[config.mk]
export PLATFORM = sky130hd
export DESIGN_NAME = frame_axis_streamer
export DESIGN_NICKNAME = d
export VERILOG_FILES = /design/src/rtl/frame_stream_pkg.sv /design/src/rtl/frame_stream_skid.sv /design/src/rtl/frame_axis_streamer.sv
export SDC_FILE = /design/constraint.sdc
export NUM_CORES = 1
export LEC_CHECK = 0
export CORE_ASPECT_RATIO = 1.1
export CORE_MARGIN = 2
export CORE_UTILIZATION = 45
export DETAILED_ROUTE_END_ITERATION = 10
export PLACE_DENSITY = 0.79
export SETUP_SLACK_MARGIN = 0.15
export SLEW_MARGIN = 10
export SYNTH_ARGS = -nofsm -noshare
export SYNTH_HDL_FRONTEND = slang
export SYNTH_SLANG_ARGS = --single-unit
[constraint.sdc]
create_clock -name clk -period 4.85 [get_ports clk]
set_clock_uncertainty 0.2 [all_clocks]
set_input_delay 0.7275 -clock clk [delete_from_list [all_inputs] [get_ports clk]]
set_output_delay 0.7275 -clock clk [all_outputs]
set_load 0.03 [all_outputs]
[src/rtl/frame_stream_pkg.sv]
// Shared types and constants for the frame-to-AXI4-Stream path.
// Used by frame_axis_streamer and frame_stream_skid.
package frame_stream_pkg;

    typedef enum logic [1:0] {
        FS_IDLE   = 2'd0,
        FS_STREAM = 2'd1,
        FS_DRAIN  = 2'd2
    } fs_state_t;

    localparam int FS_BUF_DEPTH = 2;
    localparam int FS_CNT_W     = $clog2(FS_BUF_DEPTH + 1);

    function automatic bit fs_axis_width_ok(input int axis_width, input int data_size);
        return ((axis_width % 8) == 0) && (axis_width >= data_size);
    endfunction

endpackage

[src/rtl/frame_stream_skid.sv]
// Two-entry output buffer holding sample data plus its tlast (and, with
// FRAME_STREAM_TUSER_EN, tuser) tag; entry 0 is always the presented beat.
module frame_stream_skid
    import frame_stream_pkg::*;
#(
    parameter int DATA_SIZE = 12
) (
    input  logic                 clk,
    input  logic                 rstn,
    input  logic                 push,
    input  logic                 pop,
    input  logic                 flush,
    input  logic                 trim,
    input  logic [DATA_SIZE-1:0] push_data,
    input  logic                 push_last,
`ifdef FRAME_STREAM_TUSER_EN
    input  logic                 push_user,
    output logic                 head_user,
`endif
    output logic [FS_CNT_W-1:0]  count,
    output logic [DATA_SIZE-1:0] head_data,
    output logic                 head_last
);

`ifdef FRAME_STREAM_TUSER_EN
    localparam int EW = DATA_SIZE + 2;
`else
    localparam int EW = DATA_SIZE + 1;
`endif

    logic [EW-1:0] in_ent;
    logic [EW-1:0] ent0_p1;
    logic [EW-1:0] ent1_p1;

`ifdef FRAME_STREAM_TUSER_EN
    assign in_ent = {push_user, push_last, push_data};
    assign {head_user, head_last, head_data} = ent0_p1;
`else
    assign in_ent = {push_last, push_data};
    assign {head_last, head_data} = ent0_p1;
`endif

    // flush drops everything, trim keeps only the beat being presented
    always_ff @(posedge clk or negedge rstn) begin
        if (!rstn) begin
            ent0_p1 <= '0;
            ent1_p1 <= '0;
            count   <= '0;
        end else if (flush) begin
            count <= '0;
        end else if (trim) begin
            if (count != '0) count <= FS_CNT_W'(1);
        end else begin
            unique case ({push, pop})
                2'b10: begin
                    if (count == '0) ent0_p1 <= in_ent;
                    else             ent1_p1 <= in_ent;
                    count <= count + FS_CNT_W'(1);
                end
                2'b01: begin
                    ent0_p1 <= ent1_p1;
                    count   <= count - FS_CNT_W'(1);
                end
                2'b11: begin
                    if (count == FS_CNT_W'(2)) begin
                        ent0_p1 <= ent1_p1;
                        ent1_p1 <= in_ent;
                    end else begin
                        ent0_p1 <= in_ent;
                    end
                end
                default: ;
            endcase
        end
    end

endmodule

[src/rtl/frame_axis_streamer.sv]
// Streams a finished frame from the frame RAM as an AXI4-Stream master with
// backpressure and abort. Define FRAME_STREAM_TUSER_EN to add m_axis_tuser.
module frame_axis_streamer
    import frame_stream_pkg::*;
#(
    parameter int DATA_SIZE   = 12,
    parameter int LENGTH      = 32768,
    parameter int LENGTH_SIZE = 15,
    parameter int AXIS_WIDTH  = 32
) (
    input  logic                    clk,
    input  logic                    rstn,
    input  logic                    start,
    input  logic                    abort,
    input  logic [LENGTH_SIZE-1:0]  frame_len,
    output logic                    rd_en,
    output logic [LENGTH_SIZE-1:0]  rd_addr,
    input  logic [DATA_SIZE-1:0]    rd_data,
    output logic [AXIS_WIDTH-1:0]   m_axis_tdata,
    output logic [AXIS_WIDTH/8-1:0] m_axis_tkeep,
    output logic                    m_axis_tvalid,
    input  logic                    m_axis_tready,
    output logic                    m_axis_tlast,
`ifdef FRAME_STREAM_TUSER_EN
    output logic                    m_axis_tuser,
`endif
    output logic                    busy,
    output logic                    done,
    output logic                    aborted,
    output logic [15:0]             frame_cnt
);

    if (!fs_axis_width_ok(AXIS_WIDTH, DATA_SIZE)) begin : g_bad_width
        $error("frame_axis_streamer: AXIS_WIDTH must be a multiple of 8 and >= DATA_SIZE");
    end
    if ((2 ** LENGTH_SIZE) != LENGTH) begin : g_bad_length
        $error("frame_axis_streamer: LENGTH must equal 2**LENGTH_SIZE");
    end

    fs_state_t              state;
    logic [LENGTH_SIZE-1:0] len_lat;
    logic                   abort_q;
    logic                   vld_p1;
    logic                   last_p1;
    logic [FS_CNT_W-1:0]    buf_count;
    logic [DATA_SIZE-1:0]   head_data;
    logic                   head_last;
    logic                   hs;
    logic                   stall;
    logic                   abort_act;
    logic                   room;

    assign busy      = (state != FS_IDLE);
    assign abort_act = abort && busy;
    assign hs        = m_axis_tvalid && m_axis_tready;
    assign stall     = m_axis_tvalid && !m_axis_tready;

    // Issue a read only if the buffer can still absorb it after this cycle's pop.
    assign room  = (3'(buf_count) + 3'(vld_p1)) < (3'(FS_BUF_DEPTH) + 3'(hs));
    assign rd_en = (state == FS_STREAM) && !abort && room;

    assign m_axis_tvalid = (buf_count != '0);
    assign m_axis_tdata  = AXIS_WIDTH'(head_data);
    assign m_axis_tkeep  = {(AXIS_WIDTH/8){m_axis_tvalid}};
    assign m_axis_tlast  = m_axis_tvalid && (head_last || abort_q || abort_act);

`ifdef FRAME_STREAM_TUSER_EN
    logic user_p1;
    logic head_user;
    assign m_axis_tuser = m_axis_tvalid && head_user;
`endif

    frame_stream_skid #(
        .DATA_SIZE (DATA_SIZE)
    ) u_skid (
        .clk       (clk),
        .rstn      (rstn),
        .push      (vld_p1 && !abort_act),
        .pop       (hs),
        .flush     (abort_act && !stall),
        .trim      (abort_act && stall),
        .push_data (rd_data),
        .push_last (last_p1),
`ifdef FRAME_STREAM_TUSER_EN
        .push_user (user_p1),
        .head_user (head_user),
`endif
        .count     (buf_count),
        .head_data (head_data),
        .head_last (head_last)
    );

    always_ff @(posedge clk or negedge rstn) begin
        if (!rstn) begin
            state     <= FS_IDLE;
            len_lat   <= '0;
            rd_addr   <= '0;
            abort_q   <= 1'b0;
            vld_p1    <= 1'b0;
            last_p1   <= 1'b0;
`ifdef FRAME_STREAM_TUSER_EN
            user_p1   <= 1'b0;
`endif
            aborted   <= 1'b0;
            done      <= 1'b0;
            frame_cnt <= '0;
        end else begin
            done    <= 1'b0;
            // read issue -> data returning from RAM
            vld_p1  <= rd_en;
            last_p1 <= rd_en && (rd_addr == len_lat);
`ifdef FRAME_STREAM_TUSER_EN
            user_p1 <= rd_en && (rd_addr == '0);
`endif
            if (rd_en) rd_addr <= rd_addr + LENGTH_SIZE'(1);

            unique case (state)
                FS_IDLE: begin
                    if (start && !abort && !done) begin
                        state   <= FS_STREAM;
                        len_lat <= frame_len;
                        rd_addr <= '0;
                        aborted <= 1'b0;
                    end
                end
                default: begin
                    if (abort) begin
                        aborted <= 1'b1;
                        vld_p1  <= 1'b0;
                        if (stall) begin
                            state   <= FS_DRAIN;
                            abort_q <= 1'b1;
                        end else begin
                            state   <= FS_IDLE;
                            abort_q <= 1'b0;
                        end
                    end else if (state == FS_STREAM) begin
                        if (rd_en && (rd_addr == len_lat)) state <= FS_DRAIN;
                    end else if (hs && m_axis_tlast) begin
                        state   <= FS_IDLE;
                        abort_q <= 1'b0;
                        if (!abort_q) begin
                            done      <= 1'b1;
                            frame_cnt <= frame_cnt + 16'd1;
                        end
                    end
                end
            endcase
        end
    end

endmodule

[Yosys cells after proc, flatten, opt, wreduce, memory -nomap -nowiden]
Cells that the tools add are included.
Widths: inputs -> output; s select.
Operators by class
  add/sub/neg operators: 6
  $lt $le $gt $ge: 1
  equal/unequal tests: 13
  multiplexer cells: 34
  bitwise gates (word level): 6
  reductions and logical operators: 38
Operator list (number)
  $mux 13: 4
  $mux 15: 3
  $pmux 13 s3: 1
  $pmux 13 s2: 1
  $mux 2: 10
  $add 16x1->16 const B: 1
  $add 15x1->15 const B: 1
  $eq 15x15->1: 1
  $mux 1: 14
  $logic_and 1x1->1: 13
  $reduce_and 5->1: 2
  $reduce_bool 2->1: 5
  $reduce_bool 4->1: 2
  $eq 2x2->1 const B: 3
  $ne 2x2->1 const B: 3
  $not 1->1: 6
  $reduce_and 2->1: 3
  $reduce_and 3->1: 2
  $logic_not 1->1: 5
  $eq 2x1->1 const B: 2
  $logic_not 2->1: 2
  $ne 2x1->1 const B: 2
  $ne 4x3->1 const B: 1
  $pmux 2 s2: 1
  other kinds (9): 10
Storage, ports and cells
  bits in registers: 81
  input bits: 32
  output and inout port bits: 73
  logic and storage cells: 110

[Logic depth before layout (Yosys ltp)]
  depth in word-level cells: 10
  mapped depth: 9
  mapped depth without buffers: 7

[By module]
A second synthesis with hierarchy kept.
Unflattened totals
  cell total of the unflattened synthesis: 387
  area, all modules: 4345.4 um2
Modules (own cells, without submodules)
  frame_axis_streamer: instances 1, cells each 254, area each 2787.7 um2, seq. area each 1326.3 um2
  frame_stream_skid: instances 1, cells each 133, area each 1557.7 um2, seq. area each 700.7 um2

[Worst setup path after synthesis]
Ideal clock, no wire load.
  kind: input to register
  from: in abort
  to: reg u_skid.ent0_p1[10]
  library setup time: 0.065 ns
  arrival time: 2.557 ns
  required time: 4.585 ns
  setup slack: 2.028 ns
  stages: 9
  cells stage by stage: clkbuf_1 > o21ai_0 > and2_1 > ha_1 > nand2_1 > a2bb2oi_1 > clkbuf_1 > a22o_1 > mux2_2
On the way
  word-level cells in the longest chain between the ends: 6
Ends and longest elaborated chain
  from (decl): line frame_axis_streamer.sv:14  | input logic abort,
  $logic_and 1x1->1 (*): line frame_axis_streamer.sv:54  | assign abort_act = abort && busy;
  $logic_not 1->1: line frame_axis_streamer.sv:78  | .push (vld_p1 && !abort_act),
  $logic_and 1x1->1: line frame_axis_streamer.sv:78
  $eq 2x2->1 or $eq 2x1->1 (tied branches): line frame_stream_skid.sv:54  | unique case ({push, pop})
  $ne 2x1->1 (no source line) or $reduce_bool 3->1 (tied branches)
  $reduce_and 4->1 (no source line)
  to (signal assigned): line frame_stream_skid.sv:56  | if (count == '0) ent0_p1 <= in_ent;
  to (signal assigned): line frame_stream_skid.sv:61  | ent0_p1 <= ent1_p1;
  to (signal assigned): line frame_stream_skid.sv:66  | ent0_p1 <= ent1_p1;
  to (decl): line frame_stream_skid.sv:32  | logic [EW-1:0] ent0_p1;
Every way passes the cells marked *; elsewhere a longest branch is shown, timed or not.
A chain may end at the register's enable or synchronous reset.

[Worst setup path in the final report]
  from: in abort
  to: out rd_en
On the way
  word-level cells in the longest chain between the ends: 3
Ends and longest elaborated chain
  $logic_not 1->1: line frame_axis_streamer.sv:60  | assign rd_en = (state == FS_STREAM) && !abort && room;
  $logic_and 1x1->1 (2 in a row): line frame_axis_streamer.sv:60
  to (decl): line frame_axis_streamer.sv:16  | output logic rd_en,
No other way between the ends.

==> flow_metrics.tcl <==
set metrics [dict create \
    p_leak_nw 2.30 \
    ys_types 42 \
    placed_area_mm2 0.00494 \
    synthTopCellsByArea "dfrtp_1 49%, mux2_2 7.4%, nand2_1 5.5%" \
    htree_levels 3 \
    num_antenna_cells 0 \
    reg2reg_from "state[1]$_DFFE_PN0P_" \
    p_per_area_mw_per_mm2 488 \
    yosys_warnings 0 \
    syn_inst 399 \
    syn_avg_cell_area_um2 10.4 \
    arrival_ps 2820 \
    hold_path_class "reg -> reg" \
    grt_pass1_wl_um 15000 \
    synth_top_area_share_pct 49.1 \
    cts_made_buffers 9 \
    hold_depth 1 \
    setup_violations 0 \
    fmax_ghz 0.267 \
    drv_cap 0 \
    setup_tns_ps 0 \
    core_region_area_mm2 0.00887 \
    die_width_um 95.4 \
    die-area_mm2 0.00996 \
    power.total_mw 2.51 \
    io_pins 105 \
    routedWlPerCell_um 15.0 \
    hold_ws_ps 282 \
    cp.required_ps 3920 \
    clock_latency_ps 350 \
    r2r_slack_ps 1850 \
    rsz0062_at_grt "false" \
    cts-root-buf "clkbuf_8" \
    reg2regPathDepth 7 \
    yosysMostFrequentCell "dfrtp_1" \
    status "finished, final reports clean" \
    ant_nets 0 \
    worst_ir_drop_vdd_mv 0.228 \
    synthArstFlopShare_pct 100 \
    yosys_register_bits 81 \
    place_ws_ps 1030 \
    synth_seq_area_share_pct 49.1 \
    portBuffers 84 \
    dp.cells 575 \
    crit_type "in -> out" \
    utilization_pct 58.1 \
    cts_resized 0 \
    drcViolationCount 0 \
    synth_top_area_cell "dfrtp_1" \
    synth_flop_cell "dfrtp_1" \
    nets 511 \
    drive_gt1_share_pct 10.3 \
    area_delta_synth_final_pct 24.7 \
    track_usage_pct 19.0 \
    grt_max_degree 82 \
    rows 36 \
    fin_ws_ps 1100 \
    hpwl_um 6310 \
    routed_wl_um 8850 \
    worst_slew_pin_slew_ps 1120 \
    path_max_fanout 11 \
    cts_tree "done" \
    fin_crit_ps 3750 \
    finalCritPeriodShare_pct 77.3 \
    fin_area_mm2 0.00515 \
    die_h_um 104 \
    vias 3128 \
    place.gp.congestion 0.820 \
    critPathLaunchType "input pin" \
    clkSinkCount 81 \
    cts_buffer_depth 2 \
    final_cells 589 \
    clk_pin_slew_ps 80 \
    endpoint_kind "primary output" \
    hold_buffers 0 \
    antenna_found_initial 0 \
    relSlewSlack_pct 25.0 \
    grt_overflow 0 \
    cts_setup_buffers 0 \
    holdPathEnd "frame_cnt[15]$_DFFE_PN0P_" \
    viasPerCell 5.31 \
    grt_pass1_vias 3120 \
    synthTopCellsByCount "81 x dfrtp_1, 61 x nand2_1, 27 x mux2_2" \
    dr.pass1.iters 4 \
    r2r_end "u_skid.ent0_p1[10]$_DFFE_PN0P_" \
    drv_slew 0 \
    netlist_area_mm2 0.00413 \
    detail_route.iter0.violations 172 \
    initial_core_util_pct 46.6 \
    synth_edf_count 0 \
    hold_viol 0 \
    min_from "frame_cnt[15]$_DFFE_PN0P_" \
]
[registers in the layout (all words and copies together), names as in the netlist]
register / cells
abort_q: 1
aborted: 1
done: 1
frame_cnt: 16
last_p1: 1
len_lat: 15
rd_addr: 15
state: 2
u_skid.count: 2
u_skid.ent0_p1: 13
u_skid.ent1_p1: 13
vld_p1: 1
[per-layer routing]
metal  part of all wire [%]  global-route usage (%)
met5                      0                       0
met4                    1.5                    6.00
met3                    5.5                    4.35
met2                     48                    29.6
met1                     45                    26.1
[power by group]
| part | switching (mW) | total (mW) | internal [mW] | leakage [nW] |
|---|---|---|---|---|
| Clock | 0.230 | 0.542 | 0.312 | 0.111 |
| Sequential | 0.138 | 0.994 | 0.855 | 1.05 |
| Combinational | 0.546 | 0.977 | 0.431 | 1.14 |
| Total | 0.914 | 2.51 | 1.60 | 2.30 |
[layout make-up]
type / count / area [µm²]
Fill cell: 752 / 3720
Sequential cell: 81 / 2030
Multi-Input combinational cell: 288 / 1890
Timing Repair Buffer: 85 / 846
Clock buffer: 11 / 151
Tap cell: 114 / 143
Clock inverter: 3 / 65.1
Inverter: 7 / 26.3
[layout by cell type, fill, tap and decap left out, types with 11 or more instances in the layout]
cell type / Yosys / layout
clkdlybuf4s50_1: 0 / 83
dfrtp_1: 81 / 81
nand2_1: 61 / 61
mux2_2: 27 / 27
conb_1: 1 / 20
xor2_1: 18 / 18
a21oi_1: 16 / 16
a22o_1: 14 / 14
xnor2_1: 13 / 13
nor2_1: 12 / 12
nand3_1: 12 / 12
clkbuf_8: 0 / 11
[worst max-delay path by stage]
stage                             start                        endpoint  slack, ps  depth (start not counted)
after floorplan                   abort  u_skid.ent0_p1[10]$_DFFE_PN0P_       2030                          9
after global placement            abort                           rd_en       1170                          4
after detailed placement          abort  u_skid.ent0_p1[10]$_DFFE_PN0P_       1030                          8
after CTS                         abort                           rd_en       1120                          4
after global routing      m_axis_tready                           rd_en        980                          5
final                             abort                           rd_en       1100                          4
[worst max-delay path, cell delays in order]
cell	delay [ps]
clkdlybuf4s50_1	600
or4_1	610
nor2_1	150
clkdlybuf4s50_1	730
[cell families (layout without fill, tap and decap cells)]
group / Yosys count / after routing / share of synthesized area (%)
AND/OR/NAND/NOR: 140 / 140 / 17.4
other: 1 / 20 / 0.0908
XOR/XNOR: 31 / 31 / 6.57
flip-flops: 81 / 81 / 49.1
buffers and inverters: 49 / 106 / 6.81
adder cells (fa/ha/maj): 7 / 7 / 2.12
AO/OA/AOI/OAI: 59 / 59 / 9.57
multiplexers: 31 / 31 / 8.33
Power figures use the tool's default switching activity.
